**config.mk**
```make
export PLATFORM = sky130hd
export DESIGN_NAME = rshp_rdctrl
export DESIGN_NICKNAME = d
export VERILOG_FILES = /design/src/rtl/rshp_pkg.sv /design/src/rtl/rshp_rdq.sv /design/src/rtl/rshp_rdctrl.sv
export SDC_FILE = /design/constraint.sdc
export NUM_CORES = 2
export LEC_CHECK = 0
export BUFFER_PORTS_ARGS = -buffer_cell sky130_fd_sc_hd__buf_4
export CAP_MARGIN = 20
export CORE_AREA = 2 2 422 424
export CTS_BUF_LIST = sky130_fd_sc_hd__clkbuf_2 sky130_fd_sc_hd__clkbuf_4 sky130_fd_sc_hd__clkbuf_8
export CTS_CLUSTER_DIAMETER = 100
export CTS_CLUSTER_SIZE = 10
export DETAILED_ROUTE_END_ITERATION = 8
export DIE_AREA = 0 0 424 426
export GPL_TIMING_DRIVEN = 0
export PLACE_DENSITY = 0.77
export SLEW_MARGIN = 40
export SYNTH_ARGS = -nofsm -noshare
export SYNTH_HDL_FRONTEND = slang
export SYNTH_SLANG_ARGS = --single-unit
```
**constraint.sdc**
```tcl
create_clock -name clk -period 30.8 [get_ports clk]
set_input_delay 1.54 -clock clk [delete_from_list [all_inputs] [get_ports clk]]
set_output_delay 1.54 -clock clk [all_outputs]
set_load 0.01 [all_outputs]
```
**src/rtl/rshp_pkg.sv**
```systemverilog
// Shared defaults, beat tag and FSM state type for the reshaper read-side controller.
package rshp_pkg;

    localparam int RSHP_DW_DEF  = 512;
    localparam int RSHP_LW_DEF  = 16;
    // Wide enough for chunk values 1..BB with DW up to 1024.
    localparam int RSHP_CHUNK_W = 8;

    typedef struct packed {
        logic [RSHP_CHUNK_W-1:0] chunk;
        logic                    eol;
        logic                    eoc;
    } rshp_beat_tag_t;

    typedef enum logic [1:0] {
        ST_IDLE,
        ST_RUN,
        ST_DRAIN
    } rshp_rd_st_e;

endpackage

```
**src/rtl/rshp_rdq.sv**
```systemverilog
// Circular output queue holding returned FIFO beats and their tags; head is
// presented combinationally, push and pop may occur in the same cycle.
module rshp_rdq
    import rshp_pkg::*;
#(
    parameter int DW     = RSHP_DW_DEF,
    parameter int QDEPTH = 4
) (
    input  logic                         clk,
    input  logic                         reset_n,
    input  logic                         i_push,
    input  logic [DW-1:0]                i_push_data,
    input  rshp_beat_tag_t               i_push_tag,
    input  logic                         i_pop,
    output logic [$clog2(QDEPTH+1)-1:0]  o_occ,
    output logic                         o_empty,
    output logic [DW-1:0]                o_head_data,
    output rshp_beat_tag_t               o_head_tag
);

    localparam int OW = $clog2(QDEPTH+1);
    localparam int PW = (QDEPTH > 1) ? $clog2(QDEPTH) : 1;

    logic [DW-1:0]   r_data [QDEPTH];
    rshp_beat_tag_t  r_tag  [QDEPTH];
    logic [PW-1:0]   r_wr_ptr;
    logic [PW-1:0]   r_rd_ptr;
    logic [OW-1:0]   r_occ;
    logic            w_do_pop;

    assign w_do_pop    = i_pop && (r_occ != '0);
    assign o_occ       = r_occ;
    assign o_empty     = (r_occ == '0);
    assign o_head_data = r_data[r_rd_ptr];
    assign o_head_tag  = r_tag[r_rd_ptr];

    always_ff @(posedge clk or negedge reset_n) begin
        if (!reset_n) begin
            r_wr_ptr <= '0;
            r_rd_ptr <= '0;
            r_occ    <= '0;
        end else begin
            if (i_push) begin
                r_wr_ptr <= (r_wr_ptr == PW'(QDEPTH-1)) ? '0 : r_wr_ptr + PW'(1);
            end
            if (w_do_pop) begin
                r_rd_ptr <= (r_rd_ptr == PW'(QDEPTH-1)) ? '0 : r_rd_ptr + PW'(1);
            end
            case ({i_push, w_do_pop})
                2'b10:   r_occ <= r_occ + OW'(1);
                2'b01:   r_occ <= r_occ - OW'(1);
                default: r_occ <= r_occ;
            endcase
        end
    end

    // Storage needs no reset: the head is only consumed while the queue is non-empty.
    always_ff @(posedge clk) begin
        if (i_push) begin
            r_data[r_wr_ptr] <= i_push_data;
            r_tag[r_wr_ptr]  <= i_push_tag;
        end
    end

`ifndef SYNTHESIS
    a_no_overflow: assert property (@(posedge clk) disable iff (!reset_n)
        !(i_push && !w_do_pop && (r_occ == OW'(QDEPTH))));
`endif

endmodule

```
**src/rtl/rshp_rdctrl.sv**
```systemverilog
// Reshaper read-side controller: issues sized FIFO reads per command, queues the
// returned beats and streams them out. Optional macro RSHP_RDCTRL_ZMASK_EN zeroes unused bytes.
module rshp_rdctrl
    import rshp_pkg::*;
#(
    parameter int DW     = RSHP_DW_DEF,
    parameter int LW     = RSHP_LW_DEF,
    parameter int QDEPTH = 4
) (
    input  logic                    clk,
    input  logic                    reset_n,
    input  logic                    cmd_vld,
    output logic                    cmd_rdy,
    input  logic [LW-1:0]           cmd_linebyte,
    input  logic [LW-1:0]           cmd_nline,
    output logic                    cmd_done,
    output logic                    ffrreq,
    output logic [$clog2(DW/8):0]   ffrbyte,
    input  logic [DW-1:0]           ffrdata,
    input  logic                    ffrvld,
    input  logic [$clog2(DW/4):0]   ffvbyte,
    output logic                    o_vld,
    input  logic                    o_rdy,
    output logic [DW-1:0]           o_data,
    output logic [$clog2(DW/8):0]   o_byte,
    output logic                    o_eol,
    output logic                    o_eoc
);

    // state    | meaning
    // ST_IDLE  | cmd_rdy high, waiting for a command
    // ST_RUN   | issuing reads until the last beat of the command is issued
    // ST_DRAIN | no issues; waiting for the eoc beat to leave the queue

    localparam int BB = DW/8;
    localparam int BW = $clog2(BB) + 1;
    localparam int OW = $clog2(QDEPTH+1);

    rshp_rd_st_e     r_state;
    rshp_rd_st_e     w_state_nxt;
    logic [LW-1:0]   r_linebyte;
    logic [LW-1:0]   r_rem_byte;
    logic [LW-1:0]   r_rem_line;
    logic            r_inflight;
    logic            r_zdone;
    rshp_beat_tag_t  r_tag_pipe;

    logic [LW-1:0]   w_chunk;
    rshp_beat_tag_t  w_issue_tag;
    logic            w_credit_ok;
    logic            w_issue;
    logic            w_line_end;
    logic            w_cmd_last;
    logic            w_accept;
    logic            w_zero_cmd;
    logic            w_pop;
    logic            w_eoc_pop;
    logic [OW-1:0]   w_occ;
    logic            w_empty;
    logic [DW-1:0]   w_push_data;
    logic [DW-1:0]   w_head_data;
    rshp_beat_tag_t  w_head_tag;

    // Pops in the current cycle are deliberately not credited.
    assign w_chunk     = (r_rem_byte < LW'(BB)) ? r_rem_byte : LW'(BB);
    assign w_credit_ok = (32'(w_occ) + 32'(r_inflight)) < QDEPTH;
    assign w_issue     = (r_state == ST_RUN) && (32'(ffvbyte) >= 32'(w_chunk)) && w_credit_ok;
    assign w_line_end  = (r_rem_byte == w_chunk);
    assign w_cmd_last  = w_line_end && (r_rem_line == LW'(1));
    assign w_accept    = (r_state == ST_IDLE) && cmd_vld;
    assign w_zero_cmd  = (cmd_linebyte == '0) || (cmd_nline == '0);
    assign w_pop       = o_vld && o_rdy;
    assign w_eoc_pop   = w_pop && w_head_tag.eoc;
    assign w_issue_tag = '{chunk: RSHP_CHUNK_W'(w_chunk), eol: w_line_end, eoc: w_cmd_last};

    assign cmd_rdy  = (r_state == ST_IDLE);
    assign ffrreq   = w_issue;
    assign ffrbyte  = w_issue ? BW'(w_chunk) : '0;
    assign cmd_done = r_zdone || ((r_state == ST_DRAIN) && w_eoc_pop);

    always_ff @(posedge clk or negedge reset_n) begin
        if (!reset_n) begin
            r_state <= ST_IDLE;
        end else begin
            r_state <= w_state_nxt;
        end
    end

    always_comb begin
        w_state_nxt = r_state;
        case (r_state)
            ST_IDLE:  if (w_accept && !w_zero_cmd) w_state_nxt = ST_RUN;
            ST_RUN:   if (w_issue && w_cmd_last)   w_state_nxt = ST_DRAIN;
            ST_DRAIN: if (w_eoc_pop)               w_state_nxt = ST_IDLE;
            default:                               w_state_nxt = ST_IDLE;
        endcase
    end

    always_ff @(posedge clk or negedge reset_n) begin
        if (!reset_n) begin
            r_linebyte <= '0;
            r_rem_byte <= '0;
            r_rem_line <= '0;
            r_inflight <= 1'b0;
            r_zdone    <= 1'b0;
            r_tag_pipe <= '0;
        end else begin
            r_zdone    <= w_accept && w_zero_cmd;
            r_inflight <= w_issue;
            if (w_accept) begin
                r_linebyte <= cmd_linebyte;
                r_rem_byte <= cmd_linebyte;
                r_rem_line <= cmd_nline;
            end else if (w_issue) begin
                if (w_line_end) begin
                    r_rem_byte <= r_linebyte;
                    r_rem_line <= r_rem_line - LW'(1);
                end else begin
                    r_rem_byte <= r_rem_byte - w_chunk;
                end
            end
            if (w_issue) begin
                r_tag_pipe <= w_issue_tag;
            end
        end
    end

`ifdef RSHP_RDCTRL_ZMASK_EN
    assign w_push_data = ffrdata & ~({DW{1'b1}} << {r_tag_pipe.chunk, 3'b000});
`else
    assign w_push_data = ffrdata;
`endif

    rshp_rdq #(
        .DW     (DW),
        .QDEPTH (QDEPTH)
    ) u_rdq (
        .clk         (clk),
        .reset_n     (reset_n),
        .i_push      (ffrvld && r_inflight),
        .i_push_data (w_push_data),
        .i_push_tag  (r_tag_pipe),
        .i_pop       (w_pop),
        .o_occ       (w_occ),
        .o_empty     (w_empty),
        .o_head_data (w_head_data),
        .o_head_tag  (w_head_tag)
    );

    assign o_vld  = !w_empty;
    assign o_data = o_vld ? w_head_data : '0;
    assign o_byte = o_vld ? BW'(w_head_tag.chunk) : '0;
    assign o_eol  = o_vld && w_head_tag.eol;
    assign o_eoc  = o_vld && w_head_tag.eoc;

`ifndef SYNTHESIS
    a_vld_has_req: assert property (@(posedge clk) disable iff (!reset_n) ffrvld |-> r_inflight);
`endif

endmodule

```
==> metrics.cfg <==
[final_layout]
finalNetCount = 5708
fin_util_pct = 56.1
syn2layout_area_growth_pct = 20.0
post_route_cells_drive_above_1_share_pct = 39.9

[synthesis]
synth.avg_cell_area_sq_um = 22.0
netlist_top_cells_area = edfxtp_1 (76%), mux4_2 (14%), and2_1 (4.0%), dfrtp_1 (2.1%), clkbuf_1 (0.48%)
ys_types = 62
synth.most_common_cell = edfxtp_1
yosys_warnings = 0
synth_top_area_share_pct = 76.1
yosys.area.top_type = edfxtp_1
syn_area_sq_mm = 0.0822
ys_top_cells_by_count = edfxtp_1 (2084), and2_1 (524), mux4_2 (521)
synth_seq_cells = 2152
ys_seq_area_share_pct = 78.2
async_flop_share_pct = 3.16
synth_edf_count = 2084
synthesis.instances = 3733
ys.flop_type = edfxtp_1

[global_route]
grt_pass1_wl_mm = 295
grt_usage_pct = 22.6
antenna_found_initial = 71
grt_max_degree = 69
grt_overflow = 0
grt_pass1_vias = 43800

[job]
cap_violations = 0

[cts]
cts_buffers = 233
hold_buffers = 0
clk_latency_ps = 970
cts_max_level = 4
clk_pin_slew_ps = 70
cts_setup_buffers = 0
cts_resized = 0
cts_tree = built
root_buffer = clkbuf_8
cts_buffer_depth = 3
cts.sinks = 2152

[critical_path]
worst_setup_path_start_kind = flop
crit_fanout = 11
cp-end-kind = primary output
crit_type = reg -> out
critPathMaxStageDelay_ps = 440
r2r_start = r_rem_byte[8]
crit_arrival_ps = 5520
crit_chain = clkbuf_1 -> or3_1 -> nor2_1 -> nand3_1 -> inv_1 -> buf_2 -> nand2_1 -> ha_1 -> a211oi_1 -> nor2_1 -> a2111oi_4 -> nand2b_1 -> inv_1 -> clkbuf_1 -> and3_1 -> buf_4
critPathLaunch = r_rem_byte[8]
cp_top_family = simple AND/OR/NAND/NOR gates
worst-path-buf-inv = 6
cpMaxStageDelayCell = a2111oi_4
crit_required_ps = 29260

[min_path]
min_path_type = reg -> reg
worstHoldStart = r_linebyte[12]

[timing]
tns_ps = 0
period_needed_ps = 7060
hold_violations = 0
slew_headroom_pct = 43.0
slew_violations = 0
clock.fmax_mhz = 142
setup_viol = 0
fin_crit_sh_pct = 22.9
rsz0062_at_grt = false
worst_slew_pin_slew_ps = 855
fin_worst_skew_ps = 63.7

[placement]
hpwl_mm = 150
place_congestion = 0.888
io_buffers = 1088

[power]
power.density_mw_per_mm2 = 85.1
irDropWorstVdd_uv = 57.9
power_leakage_nw = 33.3

[floorplan]
start_util_pct = 46.8
row_count = 154
die_h_um = 426
dieArea_sq_mm = 0.181
io_pins = 1089
die_w_um = 424
core_region_area_sq_mm = 0.176

[drt]
viasPerCell = 5.60
post_drt_wl_per_cell_um = 27.6
drcViolationCount = 0
vias = 42400
wl_mm = 209
ant_nets = 0
drt-initial-drc-count = 3727
drt_pre_antenna_iters = 5

[outcome]
outcome = completed

[cell families after synthesis]
| kind of cell | synth area share, % |
|---|---|
| other | 0.00456 |
| flip-flops | 78.2 |
| AO/OA/AOI/OAI | 0.718 |
| multiplexers | 14.3 |
| XOR/XNOR | 0.234 |
| adder cells (fa/ha/maj) | 0.283 |
| buffers and inverters | 1.02 |
| AND/OR/NAND/NOR | 5.21 |
[final timing paths]
check | end | slack [ps] | cells after the start
setup reg to reg | r_rem_byte[7] | 26300 | 16
max in group asynchronous | u_rdq.o_occ[1] | 29760 | 1
hold reg to reg | r_linebyte[12] | 480 | 2
hold / removal | r_linebyte[12] | 480 | 2
setup / recovery | ffrbyte[4] | 23740 | 16
min in group asynchronous | r_rem_line[4] | 550 | 1
[stage by stage]
| step | total power (W) | cell area (sq um) | setup WS [ps] | std cells | hold WS [ps] |
|---|---|---|---|---|---|
| 5_1_grt | 0.00874 | 98600 | 23410 | 7560 | 506 |
| 2_1_floorplan | 0.00533 | 82200 | 16500 | 3734 | 441 |
| 6_report | 0.00840 | 98600 | 23740 | 7563 | 483 |
| 3_3_place_gp | 0.00694 | 93300 | 6590 | 7162 | 458 |
| 3_5_place_dp | 0.00685 | 94900 | 24870 | 7237 | 464 |
| 4_1_cts | 0.00848 | 98500 | 23700 | 7513 | 441 |
[final cells by class]
| cell class | instances | area [sq um] |
|---|---|---|
| antenna | 49 | 123 |
| buffer | 194 | 838 |
| clock buffer | 259 | 3400 |
| inverter | 15 | 56.3 |
| clock inverter | 17 | 211 |
| tap | 2340 | 2930 |
| sequential | 2152 | 64300 |
| multi-input combinational | 1373 | 17100 |
| fill | 12900 | 77100 |
| timing repair buffer | 1164 | 9690 |
[power by group]
group / switching, W / internal [W] / total [W] / leakage, nW
combinational: 0.00171 / 0.00158 / 0.00328 / 11.8
sequential: 0.0000661 / 0.00340 / 0.00347 / 19.6
clock: 0.000929 / 0.000717 / 0.00165 / 1.89
total: 0.00270 / 0.00570 / 0.00840 / 33.3
[flip-flops by register name, summed over array words and instances, names as in the netlist]
name            cells
u_rdq.r_wr_ptr      2
r_inflight          1
u_rdq.r_rd_ptr      2
u_rdq.r_tag        36
r_zdone             1
r_rem_line         16
r_linebyte         16
u_rdq.o_occ         3
r_rem_byte         16
r_state             2
u_rdq.r_data     2048
r_tag_pipe          9
[routing by layer]
metal,track usage [%],part of all wire [%],vias to the layer above
li1,-,-,17900
met1,26.3,35,22100
met2,38.1,52,1880
met3,6.45,8.3,440
met4,12.1,4.9,28
met5,0,0.089,-
[worst register-to-register path: cells and delay by family, from the launching register on]
kind / cells / cell delay (ps)
and+or+nand+nor: 6 / 1430
buffers and inverters: 5 / 1230
AOI/OAI and AO/OA: 4 / 1000
DFF: 1 / 360
adders and majority gates: 1 / 330
[cells in the final DEF (no fill, tap or decap), types with 17 or more instances in the layout]
| cell type | netlist | routed |
|---|---|---|
| nor3_1 | 19 | 19 |
| buf_12 | 0 | 71 |
| nor2_1 | 26 | 26 |
| clkbuf_4 | 0 | 26 |
| and2_1 | 524 | 524 |
| dfrtp_1 | 68 | 68 |
| clkbuf_2 | 0 | 20 |
| buf_1 | 53 | 25 |
| buf_4 | 1 | 1089 |
| edfxtp_1 | 2084 | 2084 |
| xnor2_1 | 19 | 19 |
| clkbuf_1 | 106 | 88 |
| clkbuf_8 | 0 | 233 |
| buf_2 | 33 | 60 |
| a21oi_1 | 17 | 17 |
| ha_1 | 17 | 17 |
| mux4_2 | 521 | 521 |
| o21ai_0 | 19 | 19 |
| nand2_1 | 79 | 79 |
| diode_2 | 0 | 49 |
Power figures use the tool's default switching activity.
